===== src/rtl/guess_scoreboard.sv =====
// Word-guess scoreboard: tracks used letters, revealed positions, misses and win/lose state.
// Latency 1 cycle from guess_valid to outputs; no backpressure, every strobe is consumed.
module guess_scoreboard #(
    parameter int MAX_MISSES = 6,
    parameter int NUM_POS    = 5
) (
    input  logic               clk,
    input  logic               reset,
    input  logic               new_game,
    input  logic               guess_valid,
    input  logic [4:0]         guess,
    input  logic [NUM_POS-1:0] hit_mask,
    input  logic [NUM_POS-1:0] word_mask,
    output logic [NUM_POS-1:0] revealed,
    output logic [3:0]         misses,
    output logic [9:0]         lives_led,
    output logic               win,
    output logic               lose,
    output logic               dup_pulse,
    output logic               bad_pulse
);

    localparam logic [3:0] MAX_M = 4'(MAX_MISSES);

    typedef enum logic [1:0] {PLAY, WIN, LOSE} state_t;

    state_t             state, state_nxt;
    logic [25:0]        used, used_nxt;
    logic [NUM_POS-1:0] revealed_nxt;
    logic [NUM_POS-1:0] hits;
    logic [3:0]         misses_nxt;
    logic [3:0]         lives;
    logic               dup_nxt, bad_nxt;

    always_ff @(posedge clk) begin
        if (reset) begin
            state     <= PLAY;
            used      <= '0;
            revealed  <= '0;
            misses    <= '0;
            dup_pulse <= 1'b0;
            bad_pulse <= 1'b0;
        end else begin
            state     <= state_nxt;
            used      <= used_nxt;
            revealed  <= revealed_nxt;
            misses    <= misses_nxt;
            dup_pulse <= dup_nxt;
            bad_pulse <= bad_nxt;
        end
    end

    always_comb begin
        state_nxt    = state;
        used_nxt     = used;
        revealed_nxt = revealed;
        misses_nxt   = misses;
        dup_nxt      = 1'b0;
        bad_nxt      = 1'b0;
        hits         = hit_mask & word_mask;
        if (new_game) begin
            state_nxt    = PLAY;
            used_nxt     = '0;
            revealed_nxt = '0;
            misses_nxt   = '0;
        end else if (state == PLAY && guess_valid) begin
            if (guess > 5'd25) begin
                bad_nxt = 1'b1;
            end else if (used[guess]) begin
                dup_nxt = 1'b1;
            end else begin
                used_nxt[guess] = 1'b1;
                if (hits != '0) begin
                    revealed_nxt = revealed | hits;
                    if (word_mask != '0 && (revealed_nxt & word_mask) == word_mask)
                        state_nxt = WIN;
                end else begin
                    // Saturate rather than wrap; reaching the limit ends the round.
                    if (misses < MAX_M)
                        misses_nxt = misses + 4'd1;
                    if (misses_nxt == MAX_M)
                        state_nxt = LOSE;
                end
            end
        end
    end

    assign win  = (state == WIN);
    assign lose = (state == LOSE);

    assign lives = MAX_M - misses;

    always_comb begin
        lives_led = '0;
        for (int i = 0; i < 10; i++)
            lives_led[i] = (i < int'(lives));
    end

endmodule


===== config.mk =====
export PLATFORM = sky130hd
export DESIGN_NAME = guess_scoreboard
export DESIGN_NICKNAME = d
export VERILOG_FILES = /design/src/rtl/guess_scoreboard.sv
export SDC_FILE = /design/constraint.sdc
export NUM_CORES = 1
export LEC_CHECK = 0
export BUFFER_PORTS_ARGS = -buffer_cell sky130_fd_sc_hd__buf_2
export CAP_MARGIN = 15
export CORE_MARGIN = 2
export CORE_UTILIZATION = 49
export DETAILED_ROUTE_END_ITERATION = 8
export GPL_TIMING_DRIVEN = 1
export PLACE_DENSITY = 0.76
export SLEW_MARGIN = 20
export SYNTH_ARGS = -nofsm -noshare
export SYNTH_HDL_FRONTEND = slang
export SYNTH_SLANG_ARGS = --single-unit

===== constraint.sdc =====
create_clock -name clk -period 1.8 [get_ports clk]
set_input_delay 0.09 -clock clk [delete_from_list [all_inputs] [get_ports clk]]
set_output_delay 0.09 -clock clk [all_outputs]
set_load 0.005 [all_outputs]

==> impl_metrics.csv, run 1 <==
group,metric,value,unit
cts,postCtsSetupBuffers,0,
cells_and_area,n_fill_cell,318,
cells_and_area,area_delta_synth_final,28.9,%
timing,slew_headroom,55.3,%
setup_path,critPathKind,"flop to flop",
logic_synthesis,synth.distinct_cells,43,
pwr,p_per_area,714,nW/um2
logic_synthesis,syn_nets,222,
logic_synthesis,yosysWarnings,0,
setup_path,start_kind,"flop",
grt,grt_overflow,0,
timing,fin_crit_sh,107,%
route,top_layer,"met4",
logic_synthesis,synth_edf_count,0,
cells_and_area,multiInputGateArea,1130,um2
placement,place_area,2390,um2
run,drv_cap,0,
setup_path,endpoint_kind,"flop",
route,wl_met1,2.14,mm
cts,clk_latency,290,ps
floorplanning,die_area,4580,um2
placement,gp_congestion,0.897,
route,firstDrtPassIters,4,
cells_and_area,register_area,782,um2
route,vias,1809,
timing,rsz0062_at_grt,"true",
grt,first_global_vias,1556,
cells_and_area,nets,282,
setup_path,cp_max_fo,8,
route,drt_wl_total,4.67,mm
cts,cts_tree,"yes",
cts,clk_pin_slew,70,ps
timing,worst_pin_slew,670,ps
cells_and_area,drive_gt1_share,38.7,%
timing,holdWs,16.1,ps
placement,hpwl,3.35,mm
floorplanning,coreArea,3940,um2
logic_synthesis,postSynthCellCount,200,
pwr,power.leakage,0.00111,uW
route,drt-initial-drc-count,90,
placement,place_inst,303,
timing,timing.fmax,0.520,GHz
pwr,ir_worst_vdd,431,uV
logic_synthesis,ys_seq_area_share,39.3,%
cts,clock_sinks,39,
floorplanning,chipWidth,67.6,um
logic_synthesis,syn_area,1980,um2
placement,buffer_ports.inserted,41,
route,ant_nets,0,
cts,hold_buffers,0,
timing,layout_min_cycle_time,1920,ps
cells_and_area,fin_cells,311,
logic_synthesis,syn_avg_cell_area,9.92,um2
floorplanning,rows,23,
logic_synthesis,synth-async-reset-ratio,0,%
pwr,power,1830,uW
cells_and_area,stdcell_area,2560,um2
setup_path,crit_arrival,2150,ps
grt,grt_max_degree,40,
cells_and_area,diodes,0,
route,wl_per_cell,15.0,um
setup_path,required,2030,ps
status,status,"complete, but fails checks",
timing,final-setup-viol-count,32,
timing,hold_viol,0,
cts,h-tree-depth,2,
hold_path,worstHoldPathType,"input pin to flop",
logic_synthesis,synth_ff_type,"dfxtp_1",
route,met2_wirelength,2.30,mm
timing,report.final.slew_viol_count,0,
cts,cts_max_path_buffers,2,
timing,fin_skew,8.01,ps
grt,antenna_found_initial,0,
floorplanning,chipHeight,67.6,um
logic_synthesis,ys_ff_latch,39,
cts,cts_inserted_buffers,5,
status,failed_checks,"negative setup slack",
grt,track_usage,21.0,%
route,drc_errors,0,
timing,layout_setup_ws,-125,ps
grt,grt_first_pass_wirelength,7.22,mm
floorplanning,io_pins,42,
route,viasPerCell,5.82,
cts,cts-root-buf,"clkbuf_8",
route,dr_wl_met3,210,um
floorplanning,initial_core_util,50.3,%
logic make-up (layout without fill, tap and decap cells):
group,count (synthesis),in the layout,share of synthesized area [%]
buf+inv,22,83,6.75
simple gates,64,64,17.5
xor+xnor,2,2,0.883
fa+ha+maj,3,3,1.89
flops,39,39,39.3
compound gates,59,59,25.7
mux,11,11,7.94
cell usage after synthesis, types with 2 or more instances:
master	n	area, um2
dfxtp_1	39	781
a32o_1	27	270
nand2_1	17	63.8
clkbuf_1	9	33.8
o21ai_0	9	45.0
nor2_1	8	30.0
mux2i_1	6	60.1
nor3_1	6	30.0
a21oi_1	5	25.0
a32o_2	5	56.3
nand3_1	5	25.0
nor3b_1	5	37.5
inv_1	4	15.0
nor2b_1	4	25.0
buf_8	3	45.0
ha_1	3	37.5
nand3b_1	3	22.5
nor4_1	3	18.8
o22ai_1	3	18.8
or3b_2	3	26.3
and3_1	2	12.5
buf_1	2	7.51
buf_2	2	10.0
buf_6	2	22.5
mux2_2	2	22.5
mux4_1	2	52.6
nand2b_1	2	12.5
o21a_1	2	15.0
or2_2	2	12.5
xor2_1	2	17.5
where the power goes:
part | switching, uW | internal (uW)
Combinational | 117 | 94.8
Sequential | 3.22 | 868
Clock | 297 | 448
layout by cell type, fill, tap and decap left out, types with 3 or more instances in the layout:
cell / count
ha_1: 3
nor3b_1: 5
nand3b_1: 3
clkbuf_8: 6
a32o_2: 5
nor2_1: 7
o22ai_1: 3
nor3_1: 6
nand3_1: 4
a32o_1: 27
inv_1: 4
buf_4: 28
o21ai_0: 6
a21oi_1: 5
buf_2: 41
dfxtp_1: 38
mux2i_1: 6
nand2_1: 17
nor2b_1: 4
final timing paths:
| check | start | slack (ps) | cells after the start | endpoint |
|---|---|---|---|---|
| worst max-delay path | used[15]$_SDFFE_PP0P_ | -120 | 6 | used[12]$_SDFFE_PP0P_ |
| worst min-delay path | new_game | 20 | 2 | bad_pulse$_SDFF_PP0_ |
| worst max register to register | used[15]$_SDFFE_PP0P_ | -120 | 6 | used[12]$_SDFFE_PP0P_ |
| worst min register to register | used[2]$_SDFFE_PP0P_ | 460 | 1 | used[2]$_SDFFE_PP0P_ |
stage by stage:
stage,worst slack [ps],utilization (%),TNS [ps]
floorplan,-51.5,-,-1250
global placement,-132,60.6,-3710
global route,-208,64.9,-6300
detailed placement,-163,60.6,-4860
finish,-125,64.9,-3600
CTS,-122,64.5,-3380
what timing repair did:
action,in CTS,in global routing
pin swaps,2,2
gates resized for setup,6,6
endpoints found under the hold margin,0,0
setup endpoints to repair,35,40
worst max-delay path: stages (launching register included):
cell,delay [ps]
dfxtp_1,310
mux4_2,510
a2111oi_4,290
o41a_2,200
and3_4,210
buf_4,150
a32o_1,170
layout make-up:
class                           instances  area share, %
Inverter                                4          0.587
Multi-Input combinational cell        139           44.0
Clock buffer                            6           3.23
Tap cell                               50           2.44
Sequential cell                        39           30.6
Timing Repair Buffer                   71           17.8
Clock inverter                          2           1.37
flip-flops by register name, indices dropped and copies added, names as in the netlist:
name and count:
state 2, misses 4, dup_pulse 1, revealed 5, used 26, bad_pulse 1
routing by layer:
| metal | GRT usage (%) | vias to the layer above |
|---|---|---|
| met5 | 0 | - |
| met1 | 28.8 | 864 |
| met4 | 4.59 | 0 |
| met2 | 33.2 | 41 |
| met3 | 5.50 | 2 |
| li1 | - | 902 |
No activity file was read; power rests on OpenSTA's default activity.
==> run 2, diff against run 1 <==
--- a/constraint.sdc
+++ b/constraint.sdc
@@ -3,2 +3,2 @@
 set_output_delay 0.09 -clock clk [all_outputs]
-set_load 0.005 [all_outputs]
+set_load 0.01 [all_outputs]
==> impl_metrics.csv, run 2 (synthesized netlist as in run 1, its figures left out) <==
group,metric,value,unit
setup_path,max_stage_delay,520,ps
timing,fin_crit_sh,113,%
grt,track_usage,23.1,%
cells_and_area,final_cell_mix,"buf_2, dfxtp_1, buf_4",
setup_path,cp_max_fo,6,
setup_path,endpoint_kind,"flop",
route,vias,1908,
cells_and_area,n_fill_cell,306,
pwr,power.leakage,0.00116,uW
setup_path,slowest_stage,"mux4_2",
hold_path,worstHoldPathType,"input pin to flop",
timing,timing.fmax,0.491,GHz
placement,gp_congestion,0.852,
cts,cts_max_path_buffers,2,
cells_and_area,diodes,0,
cts,clk_pin_slew,80,ps
floorplanning,chipWidth,67.6,um
cells_and_area,nets,290,
grt,first_global_vias,1685,
floorplanning,chipHeight,67.6,um
timing,final-setup-viol-count,34,
floorplanning,io_pins,42,
timing,holdWs,59.9,ps
timing,report.final.slew_viol_count,0,
cells_and_area,area_delta_synth_final,35.4,%
floorplanning,rows,23,
placement,post-place-ws,-178,ps
setup_path,path_cells,"mux4_2, a2111oi_4, o41a_2, and3_4, clkbuf_16, a32o_1",
cells_and_area,final_util,68.2,%
cts,cts-root-buf,"clkbuf_8",
status,failed_checks,"negative setup slack",
cells_and_area,drive_gt1_share,43.9,%
timing,fin_skew,9.08,ps
timing,hold_viol,0,
grt,grt_max_degree,40,
timing,rsz0062_at_grt,"true",
floorplanning,coreArea,3940,um2
cts,cts_inserted_buffers,5,
floorplanning,die_area,4580,um2
setup_path,required,2040,ps
setup_path,crit_arrival,2270,ps
route,drt-initial-drc-count,119,
setup_path,start_kind,"flop",
timing,slew_headroom,55.8,%
cts,clock_sinks,39,
timing,worst_pin_slew,662,ps
cts,h-tree-depth,2,
placement,buffer_ports.inserted,41,
route,viasPerCell,5.98,
cells_and_area,multiInputGateArea,1140,um2
cells_and_area,top_register,"used",
route,firstDrtPassIters,4,
placement,hpwl,3.35,mm
pwr,p_per_area,687,nW/um2
cells_and_area,final_common_cell,"buf_2",
setup_path,critPathKind,"flop to flop",
pwr,ir_worst_vdd,551,uV
cts,cts_tree,"yes",
pwr,power,1850,uW
cells_and_area,largest_reg_flops,26,
route,wl_per_cell,16.5,um
timing,layout_min_cycle_time,2040,ps
cts,clk_latency,300,ps
cells_and_area,top_regs,"used (26), revealed (5), misses (4)",
run,drv_cap,0,
timing,layout_setup_ws,-235,ps
grt,antenna_found_initial,0,
route,drt_wl_total,5.26,mm
cells_and_area,register_area,790,um2
floorplanning,initial_core_util,50.3,%
route,ant_nets,0,
grt,grt_first_pass_wirelength,7.94,mm
grt,grt_overflow,0,
route,drc_errors,0,
status,status,"complete, but fails checks",
-- run 2: cell count changes in the layout (fill, tap and decap cells not counted), moves of 2 or more --
| cell | delta |
|---|---|
| buf_6 | +3 |
| dlygate4sd3_1 | +2 |
| mux4_1 | -2 |
| dfxtp_1 | -6 |
| mux4_2 | +2 |
| dfxtp_2 | +6 |
-- run 2: per-layer routing --
metal  up-vias  wire length [um]  share of wire (%)  global-route usage [%]
li1        912                 -                  -                       -
met1       932              2320                 44                    30.2
met2        57              2570                 49                    36.9
met3         7               291                5.5                    6.00
met4         0                73                1.4                    7.65
met5         -                 0                  0                       0
-- run 2: report_power, final --
part           switching [uW]  internal, uW
sequential               3.41           867
clock                     321           413
combinational             129           112
total                     454          1390
-- run 2: path summary, 6_finish.rpt --
kind                                             from                  endpoint  slack, ps  cells after the start
worst max register to register  used[15]$_SDFFE_PP0P_     used[15]$_SDFFE_PP0P_       -240                      6
worst max-delay path            used[15]$_SDFFE_PP0P_     used[15]$_SDFFE_PP0P_       -240                      6
worst min-delay path                     word_mask[2]  revealed[2]$_SDFFE_PP0P_         60                      3
worst min register to register   used[3]$_SDFFE_PP0P_      used[3]$_SDFFE_PP0P_        460                      1
-- run 2: layout make-up --
class                   instances  share of cell area [%]
clock buffers                   5                    2.56
clock inverters                 3                    1.63
inverters                       4                   0.559
multi-input cells             139                    42.4
flip-flops and latches         39                    29.4
well taps                      50                    2.33
repair buffers                 79                    21.2
-- run 2: critical path, delay by kind of cell (launching register included) --
| family | cells | cell delay, ps |
|---|---|---|
| AO/OA/AOI/OAI | 3 | 690 |
| buffers and inverters | 1 | 170 |
| flip-flops | 1 | 330 |
| multiplexers | 1 | 520 |
| AND/OR/NAND/NOR | 1 | 270 |
-- run 2: what timing repair did --
| action | in CTS | in global routing |
|---|---|---|
| setup endpoints to repair | 35 | 38 |
| setup buffers | 3 | 0 |
| hold buffers | 2 | 0 |
| cloned | 1 | 1 |
| gates resized for setup | 15 | 13 |
| endpoints found under the hold margin | 1 | 0 |
| pin swaps | 4 | 11 |
-- run 2: metrics by stage --
stage	TNS, ps	area, um2	cells
floorplan	-1250	2000	200
global placement	-4060	2400	304
detailed placement	-5480	2400	304
CTS	-4730	2630	318
global route	-7540	2690	319
finish	-6100	2690	319
==> run 3, diff against run 2 <==
CORE_UTILIZATION = 54   (was 49)
PLACE_DENSITY = 0.79   (was 0.76)
clock period = 2.2 ns   (was 1.8 ns; I/O delays follow)
==> impl_metrics.csv, run 3 (synthesized netlist as in run 1, its figures left out) <==
group,metric,value,unit
floorplanning,io_pins,42,
timing,timing.fmax,0.485,GHz
grt,grt_first_pass_wirelength,7.18,mm
cells_and_area,stdcell_area,2310,um2
cells_and_area,nets,260,
status,status,"complete, no violations",
cells_and_area,n_fill_cell,305,
setup_path,endpoint_kind,"flop",
hold_path,worstHoldPathType,"input pin to flop",
cts,clk_pin_slew,70,ps
pwr,p_per_area,593,nW/um2
cts,clk_latency,290,ps
setup_path,slowest_stage,"mux4_2",
placement,place_inst,279,
cells_and_area,final_cell_mix,"buf_2, dfxtp_1, a32o_1",
cts,postCtsSetupBuffers,0,
cells_and_area,final_common_cell,"buf_2",
route,met2_wirelength,2.16,mm
setup_path,reg2reg_slack,140,ps
grt,track_usage,22.1,%
setup_path,worstReg2RegEnd,"used[19]$_SDFFE_PP0P_",
route,dr_wl_met3,161,um
floorplanning,die_area,4180,um2
setup_path,max_stage_delay,480,ps
placement,buffer_ports.inserted,41,
route,drc_errors,0,
cts,cts_resized,0,
route,wl_met1,1.92,mm
grt,first_global_vias,1582,
setup_path,path_cells,"mux4_2, a2111oi_1, o41a_2, and3_1, buf_12, a32o_1",
grt,grt_max_degree,33,
setup_path,crit_path_start,"used[15]$_SDFFE_PP0P_",
route,firstDrtPassIters,4,
route,top_layer,"met4",
pwr,power.leakage,0.000976,uW
cells_and_area,diodes,0,
route,drt-initial-drc-count,128,
timing,final-setup-viol-count,0,
cts,cts_inserted_buffers,5,
cts,cts-root-buf,"clkbuf_8",
cts,cts_tree,"yes",
timing,fin_skew,6.37,ps
route,viasPerCell,6.13,
floorplanning,initial_core_util,55.0,%
placement,hpwl,3.04,mm
setup_path,critPathKind,"flop to flop",
timing,hold_viol,0,
cts,clock_sinks,39,
cells_and_area,top_register,"used",
pwr,ir_worst_vdd,453,uV
timing,holdWs,17.3,ps
floorplanning,chipWidth,64.6,um
setup_path,cp_max_fo,32,
floorplanning,chipHeight,64.6,um
setup_path,worstReg2RegStart,"used[15]$_SDFFE_PP0P_",
cells_and_area,fin_cells,287,
route,vias,1759,
route,ant_nets,0,
floorplanning,rows,22,
cts,hold_buffers,0,
cells_and_area,register_area,781,um2
grt,grt_overflow,0,
route,drt_wl_total,4.30,mm
setup_path,crit_arrival,2290,ps
setup_path,required,2420,ps
cts,h-tree-depth,2,
timing,report.final.slew_viol_count,0,
cells_and_area,multiInputGateArea,1070,um2
timing,slew_headroom,57.1,%
floorplanning,coreArea,3610,um2
cells_and_area,largest_reg_flops,26,
setup_path,start_kind,"flop",
run,drv_cap,0,
route,wl_per_cell,15.0,um
timing,fin_crit_sh,93.7,%
cells_and_area,area_delta_synth_final,16.2,%
timing,setup_tns,0,ps
setup_path,rr_worst_depth,6,
cts,cts_max_path_buffers,2,
grt,antenna_found_initial,0,
timing,worst_pin_slew,642,ps
placement,gp_congestion,0.811,
placement,place_area,2210,um2
cells_and_area,drive_gt1_share,29.7,%
cells_and_area,top_regs,"used (26), revealed (5), misses (4)",
timing,rsz0062_at_grt,"false",
setup_path,setup.worst_path.end,"used[19]$_SDFFE_PP0P_",
timing,layout_min_cycle_time,2060,ps
==> run 3: cell count changes in the layout (fill, tap and decap cells not counted), moves of 2 or more <==
cell,before,now
dfxtp_2,7,0
mux4_1,0,2
dfxtp_1,32,39
clkbuf_8,5,7
o21ai_0,6,9
nor4_2,2,0
nor4_1,1,3
o21ai_1,3,0
buf_4,29,7
mux4_2,3,1
buf_6,3,0
dlygate4sd3_1,2,0
==> run 3: final cells by class <==
cell class / instances / area share, %
repair buffers: 49 / 12.0
flip-flops and latches: 39 / 33.9
inverters: 4 / 0.651
multi-input cells: 139 / 46.5
clock buffers: 8 / 4.34
well taps: 48 / 2.60
==> run 3: per-stage QoR <==
stage	worst slack, ps	total power, uW	utilization, %
2_1_floorplan	265	822	-
3_3_place_gp	170	866	61.2
3_5_place_dp	133	867	61.2
4_1_cts	138	1380	63.9
5_1_grt	20.3	1420	63.9
6_report	139	1370	63.9
==> run 3: layer usage <==
layer	GRT usage, %	up-vias
met2	36.5	35
met1	27.9	857
li1	-	863
met5	0	-
met3	5.38	4
met4	8.51	0
==> run 3: critical path: cells and delay by family (launching register included) <==
kind            cells  cell delay (ps)
compound gates      3              820
buf+inv             1              190
flops               1              310
simple gates        1              200
mux                 1              480
==> run 3: worst min-delay path by stage <==
stage / slack [ps] / cells after the start / to / from
after floorplan: 190 / 1 / bad_pulse$_SDFF_PP0_ / reset
after global placement: 320 / 2 / bad_pulse$_SDFF_PP0_ / reset
after detailed placement: 320 / 2 / bad_pulse$_SDFF_PP0_ / reset
after CTS: 10 / 2 / bad_pulse$_SDFF_PP0_ / reset
after global routing: 10 / 2 / bad_pulse$_SDFF_PP0_ / new_game
final: 20 / 2 / bad_pulse$_SDFF_PP0_ / reset
==> run 3: power breakdown <==
part | switching, uW | internal (uW)
Sequential | 3.14 | 710
Combinational | 85.5 | 53.3
Clock | 230 | 286
Total | 318 | 1050
